## config.mk

```make
export PLATFORM = sky130hd
export DESIGN_NAME = demux_1xm_nbit_reg
export DESIGN_NICKNAME = d
export VERILOG_FILES = /design/src/rtl/demux_pkg.sv /design/src/rtl/demux_hold_reg.sv /design/src/rtl/demux_1xm_nbit_reg.sv
export SDC_FILE = /design/constraint.sdc
export NUM_CORES = 1
export LEC_CHECK = 0
export ABC_AREA = 1
export CAP_MARGIN = 20
export CORE_AREA = 2 2 39 41
export CTS_CLUSTER_DIAMETER = 40
export DETAILED_ROUTE_END_ITERATION = 7
export DIE_AREA = 0 0 41 43
export DONT_BUFFER_PORTS = 1
export MAX_ROUTING_LAYER = met4
export PLACE_DENSITY = 0.54
export SKIP_LAST_GASP = 1
export SYNTH_ARGS = -nofsm -noshare
export SYNTH_HDL_FRONTEND = slang
export SYNTH_SLANG_ARGS = --single-unit
```

## constraint.sdc

```tcl
create_clock -name clk -period 1.17 [get_ports clk]
set_input_delay 0.234 -clock clk [delete_from_list [all_inputs] [get_ports clk]]
set_output_delay 0.234 -clock clk [all_outputs]
set_load 0.05 [all_outputs]
```

## src/rtl/demux_pkg.sv

```systemverilog
// Shared definitions for the registered 1-to-M demultiplexer: select-width
// helper, per-port state encoding and drop-counter width.
package demux_pkg;

    localparam int DROP_CNT_W = 8;

    typedef enum logic {
        PORT_EMPTY = 1'b0,
        PORT_FULL  = 1'b1
    } port_state_e;

    // Width of a select that can address `ports` destinations (never below 1).
    function automatic int sel_width(input int ports);
        return (ports > 1) ? $clog2(ports) : 1;
    endfunction

endpackage

```

## src/rtl/demux_hold_reg.sv

```systemverilog
// One-entry holding register for a single destination port: a load fills it,
// a consume empties it unless a load lands in the same cycle.
module demux_hold_reg
    import demux_pkg::*;
#(
    parameter int n = 3
) (
    input  logic         clk,
    input  logic         rst_n,
    input  logic         load,
    input  logic [n-1:0] load_data,
    input  logic         consume,
    output logic [n-1:0] data,
    output logic         valid
);

    port_state_e  state_q, state_d;
    logic [n-1:0] data_q, data_d;

    // Next-state and next-data for the EMPTY/FULL port machine
    always_comb begin
        state_d = state_q;
        data_d  = data_q;
        case (state_q)
            PORT_EMPTY: begin
                if (load) begin
                    state_d = PORT_FULL;
                    data_d  = load_data;
                end else begin
                    state_d = PORT_EMPTY;
                end
            end
            PORT_FULL: begin
                // A load while full only arrives together with a consume.
                if (load) begin
                    state_d = PORT_FULL;
                    data_d  = load_data;
                end else if (consume) begin
                    state_d = PORT_EMPTY;
                end else begin
                    state_d = PORT_FULL;
                end
            end
            default: begin
                state_d = PORT_EMPTY;
            end
        endcase
    end

    // Holding register state and data
    always_ff @(posedge clk or negedge rst_n) begin
        if (!rst_n) begin
            state_q <= PORT_EMPTY;
            data_q  <= '0;
        end else begin
            state_q <= state_d;
            data_q  <= data_d;
        end
    end

    assign data  = data_q;
    assign valid = (state_q == PORT_FULL);

endmodule

```

## src/rtl/demux_1xm_nbit_reg.sv

```systemverilog
// Registered 1-to-M demultiplexer with valid/ready handshake; each destination
// owns a one-entry holding register so a stalled port only blocks its own traffic.
module demux_1xm_nbit_reg
    import demux_pkg::*;
#(
    parameter int n  = 3,
    parameter int m  = 2,
    parameter int sw = sel_width(m)
) (
    input  logic                  clk,
    input  logic                  rst_n,
    input  logic [n-1:0]          in_data,
    input  logic [sw-1:0]         in_sel,
    input  logic                  in_valid,
    output logic                  in_ready,
    output logic [m*n-1:0]        out_data,
    output logic [m-1:0]          out_valid,
    input  logic [m-1:0]          out_ready,
    output logic                  err_sel,
    output logic [DROP_CNT_W-1:0] drop_cnt
);

    localparam logic [sw:0] M_LIMIT = m[sw:0];
    localparam bit          M_POW2  = ((1 << sw) == m);

    logic                  sel_ok_s;
    logic                  in_ready_s;
    logic                  drop_s;
    logic [m-1:0]          load_s;
    logic                  err_sel_q, err_sel_d;
    logic [DROP_CNT_W-1:0] drop_cnt_q, drop_cnt_d;

    // Select decode, ready mux and one-hot load generation
    always_comb begin
        sel_ok_s   = M_POW2 ? 1'b1 : ({1'b0, in_sel} < M_LIMIT);
        in_ready_s = 1'b1;
        load_s     = '0;
        for (int k = 0; k < m; k++) begin
            if (in_sel == sw'(k)) begin
                in_ready_s = !out_valid[k] || out_ready[k];
                load_s[k]  = in_valid;
            end else begin
                load_s[k]  = 1'b0;
            end
        end
        // Out-of-range selects never match a port, so ready stays 1 and the word is dropped.
        load_s = load_s & {m{in_ready_s}};
        drop_s = in_valid && !sel_ok_s;
    end

    // Error pulse and saturating drop counter next values
    always_comb begin
        err_sel_d = drop_s;
        if (drop_s && (drop_cnt_q != {DROP_CNT_W{1'b1}})) begin
            drop_cnt_d = drop_cnt_q + DROP_CNT_W'(1);
        end else begin
            drop_cnt_d = drop_cnt_q;
        end
    end

    // Error pulse and drop counter registers
    always_ff @(posedge clk or negedge rst_n) begin
        if (!rst_n) begin
            err_sel_q  <= 1'b0;
            drop_cnt_q <= '0;
        end else begin
            err_sel_q  <= err_sel_d;
            drop_cnt_q <= drop_cnt_d;
        end
    end

    for (genvar k = 0; k < m; k++) begin : g_port
        demux_hold_reg #(.n(n)) u_hold (
            .clk       (clk),
            .rst_n     (rst_n),
            .load      (load_s[k]),
            .load_data (in_data),
            .consume   (out_ready[k]),
            .data      (out_data[k*n +: n]),
            .valid     (out_valid[k])
        );
    end

    assign in_ready = in_ready_s;
    assign err_sel  = err_sel_q;
    assign drop_cnt = drop_cnt_q;

endmodule

```

# ---- Yosys cells after proc, flatten, opt, wreduce, memory -nomap -nowiden
# Cells that the tools add are included.
dict set report classes {
  n_mux 13
  bitwise 3
  n_reduce_logical 4
}
# cell n
set ops {}
lappend ops {{$mux 1} 9}
lappend ops {{$mux 3} 2}
lappend ops {{$pmux 1 s2} 2}
lappend ops {{$and 2x2->2} 1}
lappend ops {{$logic_not 1->1} 2}
lappend ops {{$logic_or 1x1->1} 2}
lappend ops {{$not 1->1} 2}
dict set report word_totals {
  ff_bits 8
  output_inout_bits 18
  word_cells 24
}

# ---- Longest topological paths before layout
# Gate-level depths: netlist of the first run.
dict set report depth {
  ltp_word 6
  mapped_depth 5
  ltp_nobuf 5
}

# ---- Hierarchy
# Synthesis of the first run repeated with hierarchy kept, for this count alone.
dict set report hier_totals {
  cells_unflattened 55
  area_unflattened_um2 410.4
}
# mod n_inst cells_each area_each_um2 seq_area_each_um2
set by_module_without_submodules {}
lappend by_module_without_submodules {demux_hold_reg 2 17 148.9 100.1}
lappend by_module_without_submodules {demux_1xm_nbit_reg 1 21 112.6 0.0}

# ---- Least setup slack after synthesis of the first run
# Ideal clock, no wire load.
dict set report synth_path {
  path_type {register -> output}
  start {register g_port[0].u_hold.state_q}
  end {output in_ready}
  arrival_time_ns 0.903
  required_time_ns 0.936
  slack_ns 0.033
  path_stages_with_launch 4
  path_buffers 0
  cell_sequence {dfrtp_1 > nand2_1 > nand2_1 > nand2_1}
}
dict set report synth_between {
  elab_chain_cells 3
}
# item line
set synth_rtl {}
lappend synth_rtl {{start, declared} demux_hold_reg.sv:17} ;# port_state_e state_q, state_d;
lappend synth_rtl {{start signal, assigned} demux_hold_reg.sv:56} ;# state_q <= state_d;
lappend synth_rtl {{$logic_not 1->1} demux_1xm_nbit_reg.sv:40} ;# in_ready_s = !out_valid[k] || out_ready[k];
lappend synth_rtl {{$logic_or 1x1->1} demux_1xm_nbit_reg.sv:40}
lappend synth_rtl {{$mux 1} demux_1xm_nbit_reg.sv:39} ;# if (in_sel == sw'(k)) begin
lappend synth_rtl {{end, declared} demux_1xm_nbit_reg.sv:15} ;# output logic in_ready,
# No other way between the ends.

# ---- Final worst setup path of the first run
# Ends and elaborated chain as after synthesis.

==> results.txt, run 1 <==
- The run finished, with violations left.
* Violations in the final reports: setup timing
* Clock insertion delay at the later pin of the skew report: 0.25 ns
- Setup violations remaining at the end of the flow were counted as 1.
- The floorplan has 14 rows.
* Antenna Violating Nets Remaining: 0
- For this configuration, the core starts out at a cell density of 30.8%.
- Entering global routing, the biggest net connects 9 pins.
* Timing-limited maximum frequency: 0.818 GHz
- For this design, the slowest cell found on the critical path is sky130_fd_sc_hd__dfrtp_1.
- The floorplan step set the die width to 41 um.
- Switching portion of total power: 44.0%
- The first global-routing pass estimated 1210 um of wire.
- Total overflow reported by the global router: 0
- Before CTS, the worst setup slack after placement is 0.188 ns.
- Counting the buffers created by CTS gives 3.
- Path category of the worst min-delay check: in -> reg
- Along the worst hold path, the cell count comes to 2.
* Clock edge transition at the registers on the reported setup and hold paths: 0.05 ns
* Min-Delay Endpoint: g_port[1].u_hold.data[1]
- Across the run, the number of max-cap violations was 0.
* Post-synthesis cell count: 51
- Measured on the finished design, the core utilization comes to 35.3%.
* Via/cell ratio: 4.16
- Top-area cell type share of the netlist area: 46.9%
- Pre-Repair DR Iteration Count: 4
- After layout, the worst setup slack is -0.0519 ns.
- The largest total area in the synthesized netlist belongs to sky130_fd_sc_hd__dfrtp_1.
- The largest single stage delay on the critical path is 0.37 ns.
* Last weighted congestion value of the routability-driven placer: 0.633
- Number of different library cells in the post-synthesis netlist: 10
* Sequential-to-total area share from yosys stat: 46.9%
- Category of the critical setup timing path: reg -> out
- The Yosys step of the flow raised 0 warnings.
- For the worst setup path, the data required time is 0.94 ns.
- Dividing the detail-routed wire length by the instance count gives 10.3 um.
- Worst path most repeated cell: sky130_fd_sc_hd__nand2_1
* Number of primary I/O pins: 27
* Die Outline Area: 1760 sq um
- Global routing used 10.9% of the available tracks.
* Start point of the worst hold path: in_sel
* Power dissipated by switching net loads: 0.386 mW
- The wire-length estimate of the detail-placed layout is 599 um.
- For the worst flop-to-flop path, the logic depth is 5.
* Max-slew violations: 0
- After the last flow step, the layout net total stands at 68.
- Proportion of layout cells with a drive suffix above 1: 22.8%
* Maximum root-to-sink buffer count: 2
- The worst path in the final design needs a cycle of 1.22 ns, including I/O delays and setup.
* Final number of hold-violating endpoints: 0
- Total power for the finished layout comes to 0.877 mW.
- RR Endpoint: g_port[1].u_hold.data[0]
- CTS tree: done
- The library cell used most frequently in the layout, excluding fill and tap cells, is sky130_fd_sc_hd__nand2_1.
* Commonest cells after routing, fill and taps aside: sky130_fd_sc_hd__nand2_1 (17), sky130_fd_sc_hd__conb_1 (9), sky130_fd_sc_hd__dfrtp_1 (8)
* H-tree levels: 1
- Input and output buffers added on the ports amount to 0.
- In this run, the number of DRC markers left after iteration 0 of detailed routing was 9.
- In this run the critical register-to-register path is launched from g_port[1].u_hold.valid.
- Initial antenna violation count: 0
- From synthesis to final layout, the design area changed by 14.4%.
- Syn Std Cell Area: 427 sq um
* Kind of end point of the critical path: primary output
- By area the synthesized netlist is led by sky130_fd_sc_hd__dfrtp_1 (47%), sky130_fd_sc_hd__buf_4 (19%), sky130_fd_sc_hd__nand2_1 (17%).
* Setup slack of the most critical reg-to-reg path: 0.22 ns
- Maximum VDD drop: 0.000678 V
- Averaged over all synthesized cells, the footprint is 8.37 sq um.
- The core region is 1380 sq um.
- Clock sinks: 8
- Post-synthesis register bit count: 8
- The tree is rooted in a sky130_fd_sc_hd__clkbuf_4.
- The internal power of the cells totals 0.491 mW.
- The floorplan step set the die height to 43 um.
- The routed layout has 304 vias.
- Final wirelength: 750 um
- The worst setup path is launched from a flop.
* # fillers: 155
- Ant. Diodes: 0
* Clock Skew: 0.000140 ns
* Largest fanout on the critical path: 2
* Leakage power of the design: 0.275 nW
- RSZ-0062 raised after global routing: yes
- Traced cell by cell, the critical path runs through nand2_1 -> nand2_1 -> nand2_2 -> buf_12.
* Pwr/cell area: 1800 nW/um^2
- Count of unresolved DRC violations after routing: 0
- Crit path arrival time: 0.99 ns
* Clock network fraction of total power: 23.9%
- In this run, the combinational gates consume 23.6% of the power.
- The worst path uses 104% of the clock period.
- The number of global-route vias before repair came to 300.
- Sequential cells burn 52.5% of the power.
per-stage QoR:
stage	instance area [sq um]	hold slack [ns]	TNS [ns]	cells
5_1_grt	488	0.135	-0.127	73
6_report	488	0.125	-0.0519	73
3_3_place_gp	439	-0.0615	0	68
3_5_place_dp	439	-0.0614	0	68
4_1_cts	482	0.120	-0.0823	73
2_1_floorplan	457	-0.0616	0	59
cell usage after synthesis:
| cell type | count |
|---|---|
| sky130_fd_sc_hd__nand3_2 | 1 |
| sky130_fd_sc_hd__nand2_1 | 19 |
| sky130_fd_sc_hd__buf_2 | 1 |
| sky130_fd_sc_hd__inv_2 | 1 |
| sky130_fd_sc_hd__buf_4 | 11 |
| sky130_fd_sc_hd__nand3_1 | 1 |
| sky130_fd_sc_hd__inv_1 | 2 |
| sky130_fd_sc_hd__nand4_1 | 6 |
| sky130_fd_sc_hd__conb_1 | 1 |
| sky130_fd_sc_hd__dfrtp_1 | 8 |
layout make-up:
type / count / area (sq um) / share of cell area (%)
multi-input combinational: 36 / 163 / 33.3
clock buffer: 3 / 22.5 / 4.62
inverter: 3 / 11.3 / 2.31
timing repair buffer: 7 / 71.3 / 14.6
tap: 16 / 20.0 / 4.10
sequential: 8 / 200 / 41.0
state kept, by name, indices dropped and copies added (netlist names):
signal	count
g_port.u_hold.data	6
g_port.u_hold.valid	2
routing by layer:
layer  up-vias  GRT usage, %  wire [um]
met2        24          10.9        288
met4         0          10.0         21
met5         -             -          0
li1        154             -          -
met1       124          16.6        343
met3         2          2.62         95
repair_timing:
| item | 4_1_cts | 5_1_grt |
|---|---|---|
| setup buffers | 1 | 0 |
| endpoints found under the setup margin | 1 | 2 |
| gates resized for setup | 1 | 2 |
| hold buffers | 1 | 0 |
| endpoints found under the hold margin | 8 | 0 |
| pin swaps | 3 | 2 |
cells by family (layout without fill, tap and decap cells):
group / Yosys count / in the layout / synth area share, %
and+or+nand+nor: 27 / 27 / 29.0
buffers and inverters: 15 / 13 / 23.2
DFF: 8 / 8 / 46.9
other: 1 / 9 / 0.879
worst max-delay path by stage:
stage                                       from  endpoint  slack (ns)  cells past startpoint
after floorplan           g_port[0].u_hold.valid  in_ready        0.03                      3
after global placement    g_port[1].u_hold.valid  in_ready        0.17                      4
after detailed placement  g_port[1].u_hold.valid  in_ready        0.19                      4
after CTS                 g_port[0].u_hold.valid  in_ready       -0.07                      4
after global routing      g_port[0].u_hold.valid  in_ready       -0.12                      4
final                     g_port[0].u_hold.valid  in_ready       -0.05                      4
power by group through the flow:
stage	Sequential (mW)	Clock, mW	Combinational, mW
after floorplan	0.458	0	0.187
after global placement	0.465	0	0.190
after detailed placement	0.466	0	0.190
after CTS	0.461	0.221	0.205
after global routing	0.465	0.230	0.227
final	0.460	0.210	0.207
critical path, delay by kind of cell, from the launching register on:
| kind | cells | cell delay (ns) |
|---|---|---|
| buffers and inverters | 1 | 0.13 |
| DFF | 1 | 0.37 |
| and+or+nand+nor | 3 | 0.23 |
Note: power is estimated with default switching activity, not from simulation.
==> run 2: changes to the inputs <==
==> constraint.sdc (replaced) <==
create_clock -name clk -period 1.17 [get_ports clk]
set_input_delay 0.234 -clock clk [delete_from_list [all_inputs] [get_ports clk]]
set_output_delay 0.234 -clock clk [all_outputs]
set_load 0.1 [all_outputs]
==> run 2 against run 1 <==
  * The flow still finishes with violations (setup timing)
  * Fmax up 0.90%
  * First-iteration DRC count down 56%
  * Clock power is 2% higher
  * Non-clock buffer count is 4 higher
  * Combinational power rose to 3.0 times the previous value
  * Register-to-register slack lost 0.05 ns
  * Setup slack gained 0.011 ns
  * Critical path depth decreased by 1
  * Hold slack gained 0.0042 ns
  * Via count up 9.2%
  * Largest power group is now combinational logic
==> results.txt, run 2 (synthesis gave the netlist of run 1 again) <==
- The flow ran to the end, but the final reports show violations.
* Violations in the final reports: setup timing
- # fillers: 150
* Total power: 1.16 mW
- Antenna Violating Nets Remaining: 0
- Largest delay share family, worst path: flip-flops
- Of the available clock period, the critical path in the final layout requires 104%.
- Number of cells in the finished layout apart from fillers: 77
- Setup violations remaining at the end of the flow were counted as 1.
- Summed over all cells, the static leakage comes to 0.297 nW.
- At the worst endpoint, the arrival time is 0.98 ns.
- Max FFs per register: 6
- Maximum VDD drop: 0.00112 V
* Pre-Repair DR Iteration Count: 3
- Global-route wire length before repair: 1260 um
* Leading cell type in the layout, fill and taps excluded: sky130_fd_sc_hd__nand2_1
- Total GRT Usage: 11.1%
* Overall die width: 41 um
* Number of primary I/O pins: 27
- Count of input and output buffers: 0
* CTS root buffer: sky130_fd_sc_hd__clkbuf_4
- Stages on worst setup path: 3
- Area of combinational cells with multiple inputs: 194 sq um
* Drt wl/cell: 10.3 um
* Setup_tns: -0.0410 ns
- Last weighted congestion value of the routability-driven placer: 0.712
- Commonest cells after routing, fill and taps aside: sky130_fd_sc_hd__nand2_1 (14), sky130_fd_sc_hd__buf_4 (10), sky130_fd_sc_hd__conb_1 (9)
* Row cnt: 14
- Shortest clock period the worst path allows after layout: 1.21 ns
* Number of global-route vias before repair: 298
- After layout, the worst setup slack is -0.0410 ns.
- Worst stage delay on the critical path: 0.38 ns
* Post-Layout Inst Area: 533 sq um
* Category of the critical setup timing path: reg -> out
- Largest fanout on the critical path: 2
* Ant. Diodes: 0
- Clock insertion delay at the later pin of the skew report: 0.26 ns
- For this run, design rule violations remaining after detail routing come to 0.
* Total clock buffers created by CTS: 3
- Clock sinks: 8
* Proportion of layout cells with a drive suffix above 1: 32.8%
- Half-perimeter wire length after placement: 632 um
- STA classifies the critical path startpoint as a flop.
- In this run the cell area measured after placement is 472 sq um.
* Final number of hold-violating endpoints: 0
* Clock Skew: 0.000117 ns
- CP Capture Point: in_ready
* RR Endpoint: g_port[1].u_hold.data[2]
* Timing-limited maximum frequency: 0.826 GHz
- Minimum hold slack: 0.129 ns
- The largest individual stage delay along the critical path comes from the cell sky130_fd_sc_hd__dfrtp_1.
* Worst hold stages: 2
* Vertical die dimension: 43 um
- Pwr/cell area: 2180 nW/um^2
- Utilization of the core after routing: 38.5%
- Cell Chain, Critical Path: nand2_2 -> nand2_4 -> nand2_8
- Synth-to-layout area growth: 24.9%
* R2r startpoint: g_port[1].u_hold.valid
- Prior to clock tree synthesis, the placed netlist has a worst setup slack of 0.127 ns.
- Max-cap viol count: 0
- RSZ-0062 raised after global routing: yes
* Post-Place Cells: 73
* Maximum root-to-sink buffer count: 2
- Max-slew violations: 0
* CP Data Required Time: 0.94 ns
* Final wirelength: 794 um
* Placeable Area: 1380 sq um
- Clock edge transition at the registers on the reported setup and hold paths: 0.05 ns
- Setup slack of the most critical reg-to-reg path: 0.17 ns
- First-iteration detailed-routing DRC count: 4
- Path category of the worst min-delay check: in -> reg
* Initial cell density of the core: 30.8%
- Vias after detailed routing: 332
- Setup fix buffers added after clock tree synthesis: 0
- The worst register-to-register path has a depth of 5.
- Initial antenna violation count: 0
- Kind of end point of the critical path: primary output
- The total overflow left after global routing is 0.
* H-tree levels: 1
- Die Outline Area: 1760 sq um
* Sequential Area: 200 sq um
- Via/cell ratio: 4.31
- Launching instance or port of the critical path: g_port[1].u_hold.valid
* Count of buffering cells on the critical path with inverters included: 0
* CTS tree: done
- For this run, the post-layout net count is 72.
- Entering global routing, the biggest net connects 9 pins.
run 2: where the power goes:
group / leakage [nW] / total [mW] / internal, mW / switching [mW]
Clock: 0.0138 / 0.215 / 0.118 / 0.0971
Combinational: 0.184 / 0.616 / 0.0891 / 0.527
Sequential: 0.0992 / 0.332 / 0.317 / 0.0156
Total: 0.297 / 1.16 / 0.523 / 0.639
run 2: worst min path at each step:
stage | startpoint | end
6_report | in_sel | g_port[1].u_hold.data[0]
5_1_grt | in_sel | g_port[1].u_hold.data[1]
4_1_cts | in_sel | g_port[1].u_hold.data[1]
3_5_place_dp | rst_n | g_port[1].u_hold.data[2]
3_3_place_gp | rst_n | g_port[1].u_hold.data[1]
2_1_floorplan | rst_n | g_port[0].u_hold.data[0]
run 2: area by class of cell:
cell class | instances | area share [%]
flip-flops and latches | 8 | 37.6
multi-input cells | 36 | 36.4
repair buffers | 11 | 16.0
clock buffers | 3 | 4.23
well taps | 16 | 3.76
inverters | 3 | 2.11
run 2: timing repair:
action,4_1_cts,5_1_grt
setup endpoints to repair,1,2
cloned,0,0
hold endpoints to repair,8,0
hold buffers,1,0
pin swaps,3,2
gates resized for setup,7,0
run 2: layer usage:
metal	vias to the layer above	wire [um]	global-route usage (%)
li1	165	-	-
met2	22	319	12.8
met3	2	108	3.66
met4	0	21	8.00
met1	143	344	15.5
met5	-	0	-
run 2: worst reg2reg max path, cell delays in order, from the launching register on:
cell,delay [ns]
sky130_fd_sc_hd__dfrtp_1,0.38
sky130_fd_sc_hd__nand2_2,0.10
sky130_fd_sc_hd__buf_4,0.13
sky130_fd_sc_hd__nand3_1,0.12
sky130_fd_sc_hd__nand2_1,0.09
sky130_fd_sc_hd__nand2_1,0.05
